`config.mk`:
```
export PLATFORM = sky130hd
export DESIGN_NAME = result_display_flat
export DESIGN_NICKNAME = d
export VERILOG_FILES = /design/src/rtl/result_display_pkg.sv /design/src/rtl/result_display_if.sv /design/src/rtl/result_display_seg7_decoder.sv /design/src/rtl/result_display.sv /design/src/flat_wrapper.sv
export SDC_FILE = /design/constraint.sdc
export NUM_CORES = 1
export LEC_CHECK = 0
export ABC_CLOCK_PERIOD_IN_PS = 2900
export BUFFER_PORTS_ARGS = -buffer_cell sky130_fd_sc_hd__buf_2
export CORE_UTILIZATION = 55
export CTS_CLUSTER_DIAMETER = 100
export DETAILED_ROUTE_END_ITERATION = 16
export GPL_ROUTABILITY_DRIVEN = 0
export PLACE_DENSITY = 0.76
export SLEW_MARGIN = 40
export SYNTH_ARGS = -nofsm -noshare
export SYNTH_HDL_FRONTEND = slang
export SYNTH_HIERARCHICAL = 1
export SYNTH_SLANG_ARGS = --single-unit
```
`constraint.sdc`:
```
create_clock -name clk -period 2.9 [get_ports clk]
set_input_delay 0.435 -clock clk [delete_from_list [all_inputs] [get_ports clk]]
set_output_delay 0.435 -clock clk [all_outputs]
set_load 0.1 [all_outputs]
```
`src/rtl/result_display_pkg.sv`:
```
// result_display_pkg: shared definitions for the result_display slice.
//   state_t       - controller states (IDLE / CONVERT / SHOW)
//   SEG_BLANK     - all segments off (active-low)
//   SEG_TABLE     - active-low gfedcba patterns for digits 0..9
//   BCD_STEPS     - double-dabble iterations for a 4-bit operand
//   dd_step()     - one double-dabble step on an {8-bit BCD, 4-bit binary} pair
package result_display_pkg;

   typedef enum logic [1:0] {
      IDLE    = 2'b00,
      CONVERT = 2'b01,
      SHOW    = 2'b10
   } state_t;

   localparam logic [6:0] SEG_BLANK = 7'b1111111;

   // Entry [n] is the pattern for digit n (listed 9 down to 0).
   localparam logic [9:0][6:0] SEG_TABLE = {
      7'b0010000,  // 9
      7'b0000000,  // 8
      7'b1111000,  // 7
      7'b0000010,  // 6
      7'b0010010,  // 5
      7'b0011001,  // 4
      7'b0110000,  // 3
      7'b0100100,  // 2
      7'b1111001,  // 1
      7'b1000000   // 0
   };

   localparam int BCD_STEPS = 4;
   localparam logic [1:0] LAST_STEP = 2'(BCD_STEPS - 1);

   // Add 3 to every BCD nibble >= 5, then shift {bcd, bin} left by one.
   // Returns the new {bcd[7:0], bin[3:0]}.
   function automatic logic [11:0] dd_step(input logic [7:0] bcd, input logic [3:0] bin);
      logic [7:0] adj;
      adj = bcd;
      if (adj[3:0] >= 4'd5) adj[3:0] = adj[3:0] + 4'd3;
      if (adj[7:4] >= 4'd5) adj[7:4] = adj[7:4] + 4'd3;
      return {adj[6:0], bin, 1'b0};
   endfunction

endpackage

```
`src/rtl/result_display_if.sv`:
```
// result_display_if: divider-result / display bundle.
//   S, R   - quotient and remainder (0..15)
//   load   - one-cycle strobe, S/R valid
//   seg    - active-low segments {g,f,e,d,c,b,a}
//   an     - active-low digit enables (an[3]=S tens .. an[0]=R units)
//   busy   - conversion in progress
//   ready  - converted result on display
// master: result producer side; slave: the display block.
interface result_display_if;
   logic [3:0] S;
   logic [3:0] R;
   logic       load;
   logic [6:0] seg;
   logic [3:0] an;
   logic       busy;
   logic       ready;

   modport master (output S, output R, output load,
                   input seg, input an, input busy, input ready);
   modport slave  (input S, input R, input load,
                   output seg, output an, output busy, output ready);
endinterface

```
`src/rtl/result_display_seg7_decoder.sv`:
```
// seg7_decoder: combinational digit to active-low 7-segment pattern.
//   digit - BCD digit; 10..15 produce a blank pattern
//   blank - force all segments off
//   seg   - {g,f,e,d,c,b,a}, active-low
module seg7_decoder
   import result_display_pkg::*;
(
   input  logic [3:0] digit,
   input  logic       blank,
   output logic [6:0] seg
);

   always_comb begin
      seg = SEG_BLANK;
      if (!blank && digit <= 4'd9)
         seg = SEG_TABLE[digit];
   end

endmodule

```
`src/rtl/result_display.sv`:
```
// result_display: captures divider quotient S / remainder R on load, converts
// both to two BCD digits with a 4-step shift-add-3 engine, and scans the four
// digits onto a common-anode 7-segment display.
//   clk   - system clock, rising edge
//   reset - asynchronous, active-high
//   bus   - result_display_if.slave (S, R, load in; seg, an, busy, ready out)
// Parameters: REFRESH_DIV cycles per lit digit (>= 2), CNT_W refresh counter width.
module result_display
   import result_display_pkg::*;
#(
   parameter int REFRESH_DIV = 50000,
   parameter int CNT_W       = 16
) (
   input  logic           clk,
   input  logic           reset,
   result_display_if.slave bus
);

   state_t           state;
   logic [1:0]       iter;
   logic             busy_r, ready_r;
   logic [3:0]       s_sh, r_sh;
   logic [7:0]       s_bcd, r_bcd;
   logic [3:0][3:0]  disp;       // [3]=S tens, [2]=S units, [1]=R tens, [0]=R units
   logic [3:0]       blank;
   logic             shown;      // a result has been committed since reset
   logic [CNT_W-1:0] cnt;
   logic [1:0]       idx;
   logic [6:0]       seg_r;
   logic [3:0]       an_r;

   logic [11:0]      s_step, r_step;
   logic             start, commit, wrap, shown_nxt;
   logic [3:0][3:0]  disp_nxt;
   logic [3:0]       blank_nxt;
   logic [1:0]       idx_nxt;
   logic [CNT_W-1:0] cnt_nxt;
   logic [6:0]       seg_pat;
   logic [3:0]       an_nxt;

   // Loads arriving during CONVERT are dropped so the operands in flight survive.
   assign start  = bus.load && (state != CONVERT);
   assign commit = (state == CONVERT) && (iter == LAST_STEP);
   assign s_step = dd_step(s_bcd, s_sh);
   assign r_step = dd_step(r_bcd, r_sh);

   // Outputs are built from next-state values so the committed digits appear
   // on the commit edge and an/seg always switch together.
   always_comb begin
      disp_nxt  = disp;
      blank_nxt = blank;
      if (commit) begin
         disp_nxt  = {s_step[11:8], s_step[7:4], r_step[11:8], r_step[7:4]};
         blank_nxt = {(s_step[11:8] == 4'd0), 1'b0, (r_step[11:8] == 4'd0), 1'b0};
      end
      shown_nxt = shown | commit;
      wrap      = (cnt == CNT_W'(REFRESH_DIV - 1));
      cnt_nxt   = wrap ? '0 : cnt + CNT_W'(1);
      idx_nxt   = wrap ? idx + 2'd1 : idx;
      an_nxt    = shown_nxt ? ~(4'b0001 << idx_nxt) : 4'b1111;
   end

   seg7_decoder u_dec (
      .digit (disp_nxt[idx_nxt]),
      .blank (blank_nxt[idx_nxt]),
      .seg   (seg_pat)
   );

   // Controller, scan and display registers
   always_ff @(posedge clk or posedge reset) begin
      if (reset) begin
         state   <= IDLE;
         iter    <= 2'd0;
         busy_r  <= 1'b0;
         ready_r <= 1'b0;
         disp    <= '0;
         blank   <= 4'b1111;
         shown   <= 1'b0;
         cnt     <= '0;
         idx     <= 2'd0;
         an_r    <= 4'b1111;
         seg_r   <= SEG_BLANK;
      end else begin
         case (state)
            IDLE, SHOW: begin
               if (bus.load) begin
                  iter    <= 2'd0;
                  busy_r  <= 1'b1;
                  ready_r <= 1'b0;
                  state   <= CONVERT;
               end
            end
            CONVERT: begin
               iter <= iter + 2'd1;
               if (commit) begin
                  busy_r  <= 1'b0;
                  ready_r <= 1'b1;
                  state   <= SHOW;
               end
            end
            default: state <= IDLE;
         endcase
         disp  <= disp_nxt;
         blank <= blank_nxt;
         shown <= shown_nxt;
         cnt   <= cnt_nxt;
         idx   <= idx_nxt;
         an_r  <= an_nxt;
         seg_r <= shown_nxt ? seg_pat : SEG_BLANK;
      end
   end

   // Double-dabble datapath: only meaningful while CONVERT, so no reset needed.
   always_ff @(posedge clk) begin
      if (start) begin
         s_sh  <= bus.S;
         r_sh  <= bus.R;
         s_bcd <= 8'd0;
         r_bcd <= 8'd0;
      end else if (state == CONVERT) begin
         {s_bcd, s_sh} <= s_step;
         {r_bcd, r_sh} <= r_step;
      end
   end

   assign bus.seg   = seg_r;
   assign bus.an    = an_r;
   assign bus.busy  = busy_r;
   assign bus.ready = ready_r;

endmodule

```
`src/flat_wrapper.sv`:
```
// flat-port wrapper written by rule: the top's interface ports become plain ports
module result_display_flat import result_display_pkg::*;
#(
   parameter int REFRESH_DIV = 50000,
   parameter int CNT_W       = 16
)
  (clk, reset, bus_S, bus_R, bus_load, bus_seg, bus_an, bus_busy, bus_ready);
  result_display_if bus_i ();
  input  logic clk;
  input  logic reset;
  input wire logic [$bits(bus_i.S)-1:0] bus_S;
  input wire logic [$bits(bus_i.R)-1:0] bus_R;
  input wire logic [$bits(bus_i.load)-1:0] bus_load;
  output wire logic [$bits(bus_i.seg)-1:0] bus_seg;
  output wire logic [$bits(bus_i.an)-1:0] bus_an;
  output wire logic [$bits(bus_i.busy)-1:0] bus_busy;
  output wire logic [$bits(bus_i.ready)-1:0] bus_ready;
  assign bus_i.S = bus_S;
  assign bus_i.R = bus_R;
  assign bus_i.load = bus_load;
  assign bus_seg = bus_i.seg;
  assign bus_an = bus_i.an;
  assign bus_busy = bus_i.busy;
  assign bus_ready = bus_i.ready;
  result_display #(.REFRESH_DIV(REFRESH_DIV), .CNT_W(CNT_W)) u_core (.clk(clk), .reset(reset), .bus(bus_i));
endmodule
```
== After elaboration in Yosys (flattened, before gate mapping) ==
Memory sizes are Yosys's and may differ from the RTL's.
Index checks and enable logic that the tools add are counted.
Storage, ports and cells
  bits in read-only memories: 112
  bits in registers: 80
  memories kept: 1
  output and inout port bits: 13
  logic and storage cells: 87
  bits of input ports: 11
Operators by class
  $lt $le $gt $ge: 7
  equal/unequal tests: 7
  multiplexer cells: 31
  bitwise gates (word level): 2
  $add $sub $neg: 7
  reduce and logical (&&, ||, !) cells: 13
  shift operators: 1
Memory list
  (no name shown): depth 16, width 7, read ports 1, clocked after Yosys merged registers in 0, wr ports 0, RTL line result_display_seg7_decoder.sv:16  | seg = SEG_TABLE[digit];
Operators by type and width (number)
  $mux W4: 9
  $mux W16: 2
  $mux W7: 3
  $add A16 B1 Y16 const B: 1
  $eq A16 B16 Y1 const B: 1
  $ge A4 B3 Y1 const B: 4
  $add A4 B2 Y4 const B: 2
  $bmux W4 S2: 1
  $logic_not A4 Y1: 2
  $mux W2: 4
  $pmux W2 S2: 2
  $add A3 B2 Y3 const B: 2
  $mux W3: 2
  $lt A4 B5 Y1 const B: 1
  $mux W1: 5
  $add A2 B1 Y2 const B: 2
  $eq A2 B2 Y1 const B: 2
  $le A4 B4 Y1 const B: 1
  $ne A2 B1 Y1 const B: 2
  $not A4 Y4: 1
  $pmux W1 S2: 2
  $reduce_and A2 Y1: 2
  $reduce_bool A2 Y1: 2
  $shl A1 B2 Y4 const A: 1
  other kinds (10): 12

== Longest topological paths before layout ==
Gate-level depths: netlist of run 1.
  depth after elaboration: 10
  gate-level depth with buffers: 14
  gate-level depth less buffers: 14

== Modules after synthesis ==
Netlist of run 1, hierarchy kept.
Modules (own cells, without submodules)
  result_display: area an instance 3772.4 um^2, seq. area each 1980.6 um^2, times used 1, cells an instance 374
  seg7_decoder: area an instance 210.2 um^2, seq. area each 0.0 um^2, times used 1, cells an instance 29

== Worst setup path before layout of run 1 ==
No wires, ideal clock.
  path type: register to register
  start point: register u_core.cnt[5]
  end point: register u_core.seg_r[3], in the netlist u_core/bus.seg[3]
  setup time: 0.087 ns
  required time: 2.813 ns
  period minus slack after synthesis: 2.919 ns
  buffers on the path: 1
  path slack: -0.019 ns
  cell stages (with the launch flop): 14
  arrival: 2.831 ns
  cell sequence: dfrtp_1 > nor4_2 > nand3_2 > or4_1 > buf_2 > nand2_4 > a22oi_1 > nor3_1 > inv_1 > ha_1 > and2b_2 > a21oi_1 > o21ai_0 > nand2b_1
Between the ends
  word-level cells in the longest chain between the ends: 8
  elaborated cells between the ends (all ways): 13
  those cells by class: 1 x order compare; 1 x eq/ne; 8 x mux; 2 x reduce/logical; 1 x memory
Ends and longest elaborated chain
  from (decl): RTL line result_display.sv:27  | logic [CNT_W-1:0] cnt;
  from (signal assigned): RTL line result_display.sv:106  | cnt <= cnt_nxt;
  $eq A16 B16 Y1 (*): RTL line result_display.sv:57  | wrap = (cnt == CNT_W'(REFRESH_DIV - 1));
  $mux W2 (*): RTL line result_display.sv:59  | idx_nxt = wrap ? idx + 2'd1 : idx;
  $bmux W4 S2 / $bmux W1 S2 (equally long branches): RTL line result_display.sv:64, result_display.sv:65
  $mux W4 (implied by the code) / $mux W1 (equally long branches): RTL line result_display.sv:64, result_display.sv:65
  $mem_v2 Z16 W7 (tied with other cells)
  $mux W7 (implied by the code) / $logic_and A1 B1 Y1 (equally long branches): RTL line result_display_seg7_decoder.sv:16, result_display_seg7_decoder.sv:15
  $mux W7 (*): RTL line result_display_seg7_decoder.sv:15  | if (!blank && digit <= 4'd9)
  named net u_core.seg_pat[3]: RTL line result_display.sv:38  | logic [6:0] seg_pat;
  $mux W7 (*): RTL line result_display.sv:109  | seg_r <= shown_nxt ? seg_pat : SEG_BLANK;
  to (signal assigned): RTL line result_display.sv:109
  to (decl): RTL line result_display.sv:29  | logic [6:0] seg_r;
The timed path passes the listed nets; every way through them passes the cells marked *. The select of a mux whose other input is x is not followed.
A chain may end at the register's enable or synchronous reset.

== Worst setup path after layout of run 1 ==
  start point: register u_core.cnt[7]
  end point: register u_core.seg_r[3], in the netlist u_core/bus.seg[3]
The elaborated chain is that of the path after synthesis.

==> results of run 1 <==
## sequential cells by signal, indices dropped and copies added, names as in the netlist
signal	count
u_core/bus.busy	1
u_core/bus.seg	7
u_core/idx	2
u_core/bus.an	4
u_core/s_sh	4
u_core/disp	16
u_core/shown	1
u_core/r_bcd	8
u_core/iter	2
u_core/blank	4
u_core/r_sh	4
u_core/state	2
u_core/s_bcd	8
u_core/bus.ready	1
u_core/cnt	16
## power groups by stage
stage	combinational (mW)	clock [mW]	sequential, mW
after floorplan	1.33	0	2.24
after global placement	2.27	0	1.74
after detailed placement	2.35	0	1.75
after CTS	2.35	0.718	1.73
after global routing	2.66	0.762	1.78
final	2.44	0.693	1.73
## kinds of logic after synthesis
group	synth area share [%]
xor gates and xnor gates	4.18
buffers and inverters	4.05
adders and majority gates	4.71
AOI/OAI and AO/OA	12.2
DFF	49.7
and+or+nand+nor	20.7
muxes	4.43
## repair_timing
action | CTS | global route
buffers inserted | 0 | 1
endpoints found under the setup margin | 2 | 7
gates resized for setup | 1 | 18
pin swaps | 0 | 7
endpoints found under the hold margin | 0 | 0
## cell usage in the layout, fill, tap and decap left out, drive strengths merged, types with 8 or more instances in the layout
cell type | netlist | routed
clkbuf | 10 | 12
o21ai | 37 | 37
dfstp | 15 | 15
nand4 | 8 | 8
buf | 8 | 50
inv | 17 | 17
nor2 | 33 | 33
xnor2 | 12 | 12
nand2b | 17 | 17
a21oi | 20 | 20
nand3 | 10 | 10
dfrtp | 41 | 41
nand2 | 48 | 48
edfxtp | 8 | 8
mux2 | 13 | 13
ha | 15 | 15
dfxtp | 16 | 16
## metal layers
metal,routed length (um),share of wire [%]
met3,324,4.2
met5,0,0
met1,3550,46
met4,72,0.92
met2,3840,49
## through the flow
step | cell area [um2] | setup TNS (ps) | utilization, %
floorplan | 3990 | 0 | -
global placement | 4330 | 0 | 62.6
detailed placement | 4330 | -37.9 | 62.6
CTS | 4500 | 0 | 65.1
global route | 4560 | -74.4 | 66.0
finish | 4560 | 0 | 66.0
## cell type report
cell class | count | area share [%]
clock buffer | 12 | 3.18
clock inverter | 4 | 0.439
inverter | 17 | 1.40
multi-input combinational | 288 | 41.9
sequential | 80 | 43.4
tap | 96 | 2.63
timing repair buffer | 50 | 6.97
## worst max-delay path by stage
stage	from	endpoint
floorplan	u_core/cnt[5]$_DFF_PP0_	u_core/bus.seg[3]$_DFF_PP1_
global placement	u_core/cnt[7]$_DFF_PP0_	u_core/bus.seg[3]$_DFF_PP1_
detailed placement	u_core/cnt[7]$_DFF_PP0_	u_core/bus.seg[0]$_DFF_PP1_
CTS	u_core/r_bcd[1]$_SDFFE_PP0P_	u_core/bus.seg[0]$_DFF_PP1_
global route	u_core/cnt[12]$_DFF_PP0_	u_core/bus.seg[3]$_DFF_PP1_
finish	u_core/cnt[7]$_DFF_PP0_	u_core/bus.seg[3]$_DFF_PP1_
## worst register-to-register path: stages (launching register included)
cell      delay, ps
dfrtp_1         390
or3_4           420
or4_4           600
nand2_2         120
a21oi_1          90
nor3_2          210
inv_2            90
ha_2            200
and2b_2         220
a21oi_1         160
o21ai_0          90
nand2b_1        150
==> results.sh, run 1 <==
export IMPL_slew_headroom_pct=53.7
export IMPL_dieArea_um2=7590
export IMPL_clock_skew_ps=6.80
export IMPL_drc_errors=0
export IMPL_cts_hold_buf=0
export IMPL_yosysTopAreaCell="dfrtp_1"
export IMPL_vias=2975
export IMPL_synth_async_reset_ratio_pct=70.0
export IMPL_start_kind="register"
export IMPL_setup_ws_ps=86.3
export IMPL_rrSetupSlack_ps=90
export IMPL_die_height_um=87.1
export IMPL_clk_pin_slew_ps=80
export IMPL_slowest_stage="or4_4"
export IMPL_power_switching_mw=2.10
export IMPL_setup_violations=0
export IMPL_syn_inst=403
export IMPL_ios=24
export IMPL_synth_edf_count=8
export IMPL_slew_violations=0
export IMPL_seq_area_um2=1980
export IMPL_irDropWorstVdd_v=0.000963
export IMPL_critPathTopFamily="simple AND/OR/NAND/NOR gates"
export IMPL_clock_fmax_mhz=355
export IMPL_fillCellCount=585
export IMPL_met2_usage_pct=36.9
export IMPL_grt_pass1_wl_mm=12.9
export IMPL_synth_commonest_cells="nand2_1 (47), dfrtp_1 (41), o21ai_0 (37)"
export IMPL_nets=472
export IMPL_multiInputGateArea_um2=1910
export IMPL_syn_mean_instance_area_um2=9.88
export IMPL_grt_overflow=0
export IMPL_critPathArrivalTime_ps=3060
export IMPL_fin_cells=547
export IMPL_use_met1_pct=28.8
export IMPL_path_depth=11
export IMPL_synth_flop_cell="dfrtp_1"
export IMPL_postRouteAntennaNets=0
export IMPL_min_period_over_period_pct=97.0
export IMPL_crit_buf_inv=1
export IMPL_outcome="completed"
export IMPL_cts_root_buf="clkbuf_8"
export IMPL_core_area_um2=6910
export IMPL_grt_util_met3_pct=6.54
export IMPL_critPathCaptureType="register"
export IMPL_n_antenna_cell=0
export IMPL_synthDistinctLibCells=54
export IMPL_io_buffers=23
export IMPL_netlist_area_um2=3980
export IMPL_cts_sinks=80
export IMPL_critPathMostFrequentCell="a21oi_1"
export IMPL_yosysMostFrequentCell="nand2_1"
export IMPL_post_drt_wl_per_cell_um=14.2
export IMPL_internal_power_mw=2.76
export IMPL_reg2reg_depth=11
export IMPL_finalHoldViolCount=0
export IMPL_cts_tree="built"
export IMPL_grt_max_degree=36
export IMPL_crit_type="register to register"
export IMPL_timing_rr_start="u_core/cnt[7]$_DFF_PP0_"
export IMPL_switching_share_pct=43.3
export IMPL_p_leak_nw=1.97
export IMPL_powerDensity_nw_per_um2=1070
export IMPL_antenna_found_initial=0
export IMPL_rr_endpoint="u_core/bus.seg[3]$_DFF_PP1_"
export IMPL_required_ps=3150
export IMPL_crit_chain="or3_4, or4_4, nand2_2, a21oi_1, nor3_2, inv_2, ha_2, and2b_2, a21oi_1, o21ai_0, nand2b_1"
export IMPL_crit_fanout=5
export IMPL_drt_initial_drc_count=145
export IMPL_vias_per_cell=5.44
export IMPL_drv_cap=0
export IMPL_p_seq_share_pct=35.6
export IMPL_place_inst=530
export IMPL_hold_class="primary input to async pin"
export IMPL_pre_cts_slack_ps=-36.7
export IMPL_syn_nets=429
export IMPL_worst_slew_pin_slew_ps=694
export IMPL_routed_wl_mm=7.79
export IMPL_pwr_share_clk_pct=14.3
export IMPL_slowest_delay_ps=600
export IMPL_area_growth_pct=14.5
export IMPL_drtPass1Iterations=4
export IMPL_combPwrFrac_pct=50.1
export IMPL_post_route_min_period_ps=2810
export IMPL_die_w_um=87.1
export IMPL_hpwlAfterDp_mm=5.61
export IMPL_seq_area_frac_synth_pct=49.7
export IMPL_cts_inserted_buffers=9
export IMPL_grt_pass1_vias=2757
export IMPL_grt_busiest_layer="met2"
export IMPL_floorplan_initialDensity_pct=57.7
export IMPL_cts_buffer_depth=2
export IMPL_total_power_mw=4.86
export IMPL_rows=30
export IMPL_clk_latency_ps=330
export IMPL_whs_ps=200
export IMPL_layout_drive_gt1_share_pct=26.4
export IMPL_cts_htree_levels=3
export IMPL_yosysTopAreaCellShare_pct=25.8
export IMPL_synth_area_top_cells="dfrtp_1 (26%), dfstp_2 (9.9%), dfxtp_1 (8.0%)"
export IMPL_synth_seq_cells=80
export IMPL_grt_usage_pct=22.5
export IMPL_yosys_warnings=6
Power figures use the tool's default switching activity.
==> inputs of run 2 (changes only) <==
- BUFFER_PORTS_ARGS: -buffer_cell sky130_fd_sc_hd__buf_2 -> default
- CORE_UTILIZATION: 55 -> 57
- CTS_CLUSTER_DIAMETER: 100 -> 40
- DONT_BUFFER_PORTS: default -> 1
- PLACE_DENSITY: 0.76 -> 0.75
==> results.sh, run 2 (synthesis results as in run 1) <==
export IMPL_outcome="completed"
export IMPL_grt_pass1_vias=2826
export IMPL_area_growth_pct=13.5
export IMPL_vias_per_cell=5.76
export IMPL_n_antenna_cell=0
export IMPL_die_w_um=85.6
export IMPL_grt_pass1_wl_mm=13.4
export IMPL_worst_slew_pin_slew_ps=601
export IMPL_top_regs="u_core/cnt: 16 flops, u_core/disp: 16 flops"
export IMPL_vias=2948
export IMPL_slowest_delay_ps=590
export IMPL_start_kind="register"
export IMPL_timing_rr_start="u_core/cnt[4]$_DFF_PP0_"
export IMPL_reg2reg_depth=12
export IMPL_clk_pin_slew_ps=80
export IMPL_layout_drive_gt1_share_pct=23.1
export IMPL_power_switching_mw=2.16
export IMPL_drtPass1Iterations=4
export IMPL_pwr_share_clk_pct=17.6
export IMPL_clk_latency_ps=340
export IMPL_floorplan_initialDensity_pct=58.9
export IMPL_total_power_mw=5.06
export IMPL_mostFrequentLayoutCell="nand2_1"
export IMPL_ios=24
export IMPL_post_drt_wl_per_cell_um=15.7
export IMPL_slew_headroom_pct=60.0
export IMPL_cts_hold_buf=0
export IMPL_cts_inserted_buffers=9
export IMPL_finalHoldViolCount=0
export IMPL_rows=30
export IMPL_rsz0062_at_grt="true"
export IMPL_io_buffers=0
export IMPL_hold_class="primary input to async pin"
export IMPL_switching_share_pct=42.6
export IMPL_min_period_over_period_pct=95.6
export IMPL_combPwrFrac_pct=37.4
export IMPL_grt_overflow=0
export IMPL_powerDensity_nw_per_um2=1120
export IMPL_critPathArrivalTime_ps=3040
export IMPL_drv_cap=0
export IMPL_slowest_stage="or4_4"
export IMPL_cts_htree_levels=3
export IMPL_p_leak_nw=1.91
export IMPL_die_height_um=85.6
export IMPL_irDropWorstVdd_v=0.000663
export IMPL_rrSetupSlack_ps=130
export IMPL_crit_type="register to register"
export IMPL_required_ps=3160
export IMPL_dieArea_um2=7330
export IMPL_post_route_min_period_ps=2770
export IMPL_clock_skew_ps=8.70
export IMPL_crit_fanout=6
export IMPL_hpwlAfterDp_mm=5.62
export IMPL_clock_fmax_mhz=361
export IMPL_critPathMostFrequentCell="a21oi_1"
export IMPL_slew_violations=0
export IMPL_postRouteAntennaNets=0
export IMPL_cts_tree="built"
export IMPL_internal_power_mw=2.91
export IMPL_routed_wl_mm=8.02
export IMPL_crit_path_start="u_core/cnt[4]$_DFF_PP0_"
export IMPL_core_area_um2=6760
export IMPL_cts_sinks=80
export IMPL_setup_violations=0
export IMPL_cts_buffer_depth=2
export IMPL_rr_endpoint="u_core/bus.seg[3]$_DFF_PP1_"
export IMPL_nets=453
export IMPL_crit_chain="nor4_2, nand3_2, or4_4, nand2_1, a21oi_1, nor3_2, inv_2, ha_4, and2b_2, a21oi_1, o21ai_0, nand2b_1"
export IMPL_p_seq_share_pct=45.0
export IMPL_drt_initial_drc_count=149
export IMPL_antenna_found_initial=0
export IMPL_cts_root_buf="clkbuf_8"
export IMPL_layout_common_cells="nand2_1 (47), dfrtp_1 (39), o21ai_0 (35)"
export IMPL_critPathCaptureType="register"
export IMPL_grt_usage_pct=23.5
export IMPL_drc_errors=0
export IMPL_utilization_pct=66.9
export IMPL_grt_max_degree=51
[run 2: cell types whose count changed in the layout (fill, tap and decap cells not counted), moves of 2 or more]
cell,change
clkinv_2,-4
clkinv_4,+2
dfrtp_1,-2
clkinvlp_4,+2
bufinv_16,+2
clkbuf_1,-2
ha_1,-2
dfrtp_2,+2
buf_2,-23
buf_4,+4
nand2_1,+2
[run 2: layer usage]
| layer | wire length (um) | GRT usage (%) | part of all wire (%) | up-vias |
|---|---|---|---|---|
| li1 | - | - | - | 1451 |
| met1 | 3710 | 31.3 | 46 | 1443 |
| met2 | 4000 | 38.5 | 50 | 48 |
| met3 | 250 | 4.23 | 3.1 | 6 |
| met4 | 53 | 8.64 | 0.66 | 0 |
| met5 | 0 | 0 | 0 | - |
[run 2: power by group through the flow]
| stage | sequential (mW) | clock [mW] | combinational [mW] |
|---|---|---|---|
| 5_1_grt | 2.32 | 0.952 | 2.14 |
| 6_report | 2.28 | 0.890 | 1.90 |
| 3_3_place_gp | 2.28 | 0 | 1.73 |
| 3_5_place_dp | 2.29 | 0 | 1.79 |
| 4_1_cts | 2.27 | 0.907 | 1.81 |
| 2_1_floorplan | 2.24 | 0 | 1.33 |
[run 2: timing repair]
action	CTS	global route
pin swaps	0	4
endpoints found under the hold margin	0	0
resized for setup	1	18
endpoints found under the setup margin	1	7
gates cloned	0	0
setup buffers	0	1
[run 2: final cells by class]
cell class / instances / area (um2)
flip-flops and latches: 80 / 1980
fillers: 543 / 2230
well taps: 80 / 100
clock inverters: 7 / 96.3
multi-input cells: 288 / 1920
repair buffers: 31 / 233
clock buffers: 9 / 124
inverters: 17 / 66.3
[run 2: per-stage QoR]
stage	setup TNS (ps)	hold slack [ps]	cell area [um2]	cells	setup slack, ps
6_report	0	36.0	4520	512	127
5_1_grt	-238	80.5	4520	512	-86.0
4_1_cts	0	54.0	4450	511	25.2
3_5_place_dp	0	430	4220	495	0.614
3_3_place_gp	0	447	4220	495	100
2_1_floorplan	0	438	3990	403	81.2
[run 2: how the worst max path moves through the flow]
stage | to | cells past startpoint
3_3_place_gp | u_core/bus.seg[3]$_DFF_PP1_ | 12
3_5_place_dp | u_core/bus.seg[3]$_DFF_PP1_ | 12
2_1_floorplan | u_core/bus.seg[3]$_DFF_PP1_ | 13
6_report | u_core/bus.seg[3]$_DFF_PP1_ | 12
5_1_grt | u_core/bus.seg[3]$_DFF_PP1_ | 13
4_1_cts | u_core/bus.seg[3]$_DFF_PP1_ | 13
[run 2: worst max-delay path: cells and delay by family (launching register included)]
family	cells	cell delay, ps
AND/OR/NAND/NOR	7	1710
buffers and inverters	1	100
adder cells (fa/ha/maj)	1	180
AO/OA/AOI/OAI	3	290
flip-flops	1	390
==> inputs of run 3 (changes only) <==
- ABC_AREA: default -> 1
==> results.sh, run 3 <==
export IMPL_outcome="completed"
export IMPL_critPathMostFrequentCell="nand2_1"
export IMPL_synth_flop_cell="dfrtp_1"
export IMPL_rows=30
export IMPL_yosysTopAreaCellShare_pct=25.3
export IMPL_slowest_stage="dfrtp_1"
export IMPL_vias_per_cell=5.13
export IMPL_mostFrequentLayoutCell="nand2_1"
export IMPL_cts_sinks=80
export IMPL_drv_cap=0
export IMPL_crit_chain="ha_1, nand3_1, nor2_2, nand2_2, nand2_2, nand2_4, inv_4, nand2_2, nand2_1, nand2_1, nand2_1, inv_1, ha_1, or2_1, nand3_1, nand3_1, inv_1, nand2_1"
export IMPL_fillCellCount=584
export IMPL_drtPass1Iterations=4
export IMPL_rsz0062_at_grt="false"
export IMPL_seq_area_frac_synth_pct=48.9
export IMPL_critPathArrivalTime_ps=2830
export IMPL_cts_buffer_depth=2
export IMPL_syn_mean_instance_area_um2=8.20
export IMPL_antenna_found_initial=0
export IMPL_dieArea_um2=7440
export IMPL_required_ps=3180
export IMPL_io_buffers=0
export IMPL_drc_errors=0
export IMPL_post_drt_wl_per_cell_um=12.3
export IMPL_netlist_area_um2=4050
export IMPL_crit_path_start="u_core/cnt[0]$_DFF_PP0_"
export IMPL_synth_async_reset_ratio_pct=70.0
export IMPL_cts_htree_levels=3
export IMPL_min_period_over_period_pct=88.0
export IMPL_setup_violations=0
export IMPL_grt_overflow=0
export IMPL_area_growth_pct=6.52
export IMPL_path_depth=18
export IMPL_grt_usage_pct=22.2
export IMPL_post_cts_buffers=0
export IMPL_synth_seq_cells=80
export IMPL_hpwlAfterDp_mm=5.31
export IMPL_yosysTopAreaCell="dfrtp_1"
export IMPL_final_area_um2=4310
export IMPL_finalHoldViolCount=0
export IMPL_vias=3070
export IMPL_clock_skew_ps=10.5
export IMPL_syn_nets=520
export IMPL_yosysMostFrequentCell="nand2_1"
export IMPL_crit_fanout=15
export IMPL_reg2reg_depth=18
export IMPL_whs_ps=13.1
export IMPL_clk_pin_slew_ps=80
export IMPL_synth_edf_count=8
export IMPL_grt_pass1_vias=3026
export IMPL_cts_resized_gates=0
export IMPL_critPathTopFamily="simple AND/OR/NAND/NOR gates"
export IMPL_start_kind="register"
export IMPL_slowest_delay_ps=380
export IMPL_post_route_min_period_ps=2550
export IMPL_total_power_mw=4.63
export IMPL_core_area_um2=6830
export IMPL_die_w_um=86.3
export IMPL_slew_violations=0
export IMPL_p_leak_nw=2.19
export IMPL_drt_initial_drc_count=132
export IMPL_postRouteAntennaNets=0
export IMPL_powerDensity_nw_per_um2=1070
export IMPL_synth_area_top_cells="dfrtp_1 (25%), nand2_1 (14%), dfstp_2 (9.7%)"
export IMPL_syn_inst=494
export IMPL_hold_class="primary input to async pin"
export IMPL_floorplan_initialDensity_pct=59.3
export IMPL_rrSetupSlack_ps=350
export IMPL_layout_drive_gt1_share_pct=13.7
export IMPL_setup_ws_ps=347
export IMPL_clk_latency_ps=350
export IMPL_ios=24
export IMPL_synth_commonest_cells="nand2_1 (146), inv_1 (70), nand3_1 (48)"
export IMPL_top_regs="u_core/cnt: 16 flops, u_core/disp: 16 flops"
export IMPL_crit_type="register to register"
export IMPL_crit_buf_inv=3
export IMPL_grt_pass1_wl_mm=13.0
export IMPL_n_antenna_cell=0
export IMPL_worst_slew_pin_slew_ps=541
export IMPL_cts_tree="built"
export IMPL_layout_common_cells="nand2_1 (145), inv_1 (69), nand3_1 (48)"
export IMPL_pre_cts_slack_ps=363
export IMPL_rr_endpoint="u_core/bus.seg[3]$_DFF_PP1_"
export IMPL_crit_end="u_core/bus.seg[3]$_DFF_PP1_"
export IMPL_cts_root_buf="clkbuf_8"
export IMPL_fin_tns_setup_ps=0
export IMPL_yosys_warnings=6
export IMPL_slew_headroom_pct=63.9
export IMPL_critPathCaptureType="register"
export IMPL_cts_inserted_buffers=9
export IMPL_nets=524
export IMPL_grt_max_degree=47
export IMPL_synthDistinctLibCells=39
export IMPL_clock_fmax_mhz=392
export IMPL_place_area_um2=4130
export IMPL_die_height_um=86.3
export IMPL_cts_hold_buf=0
export IMPL_timing_rr_start="u_core/cnt[0]$_DFF_PP0_"
export IMPL_routed_wl_mm=7.35
export IMPL_irDropWorstVdd_v=0.000643
==> run 3: routing by layer <==
metal	global-route usage (%)	vias to the layer above	part of all wire [%]
met5	0	-	0
met4	8.33	0	1.5
met3	5.62	13	2.9
met2	36.7	41	49
met1	28.1	1461	47
li1	-	1555	-
==> run 3: final cells by class <==
class                      count  area [um2]  area share, %
clock buffer                  13         139           3.22
inverter                      77         294           6.82
multi-input combinational    327        1710           39.7
tap                           96         120           2.79
timing repair buffer           3        22.5          0.522
sequential                    80        1980           46.0
clock inverter                 3        42.5          0.986
==> run 3: cells by family (layout without fill, tap and decap cells) <==
kind of cell | count (synthesis) | count (layout) | synth area share, %
AND/OR/NAND/NOR | 259 | 259 | 29.0
XOR/XNOR | 9 | 9 | 1.95
AO/OA/AOI/OAI | 38 | 38 | 4.98
multiplexers | 6 | 6 | 1.67
buffers and inverters | 87 | 96 | 8.87
flip-flops | 80 | 80 | 48.9
adder cells (fa/ha/maj) | 15 | 15 | 4.64
==> run 3: power by group <==
group          leakage [nW]  internal (mW)  total [mW]  switching, mW
combinational          1.21          0.571        1.66           1.09
clock                0.0893          0.398       0.768          0.369
sequential            0.896           1.58        2.20          0.623
total                  2.19           2.55        4.63           2.08
==> run 3: worst min path at each step <==
stage / start / endpoint / slack, ps / depth (start not counted)
floorplan: u_core/cnt[0]$_DFF_PP0_ / u_core/cnt[0]$_DFF_PP0_ / 430 / 1
global placement: u_core/cnt[0]$_DFF_PP0_ / u_core/cnt[0]$_DFF_PP0_ / 440 / 1
detailed placement: reset / u_core/state[1]$_DFFE_PP0P_ / 400 / 1
CTS: reset / u_core/disp[6]$_DFF_PP0_ / 30 / 1
global route: reset / u_core/cnt[3]$_DFF_PP0_ / 50 / 1
finish: reset / u_core/bus.ready$_DFFE_PP0P_ / 10 / 1
==> run 3: worst register-to-register path, stage by stage, from the launching register on <==
cell and delay [ps]:
dfrtp_1 380, ha_1 190, nand3_1 200, nor2_2 190, nand2_2 80, nand2_2 80
nand2_4 120, inv_4 160, nand2_2 60, nand2_1 60, nand2_1 40, nand2_1 120
inv_1 90, ha_1 200, or2_1 240, nand3_1 70, nand3_1 70, inv_1 60
nand2_1 50
==> run 3: through the flow <==
stage	std cells	utilization, %
after global routing	599	63.1
after CTS	599	63.1
after global placement	583	60.4
final	599	63.1
after floorplan	494	-
after detailed placement	583	60.4
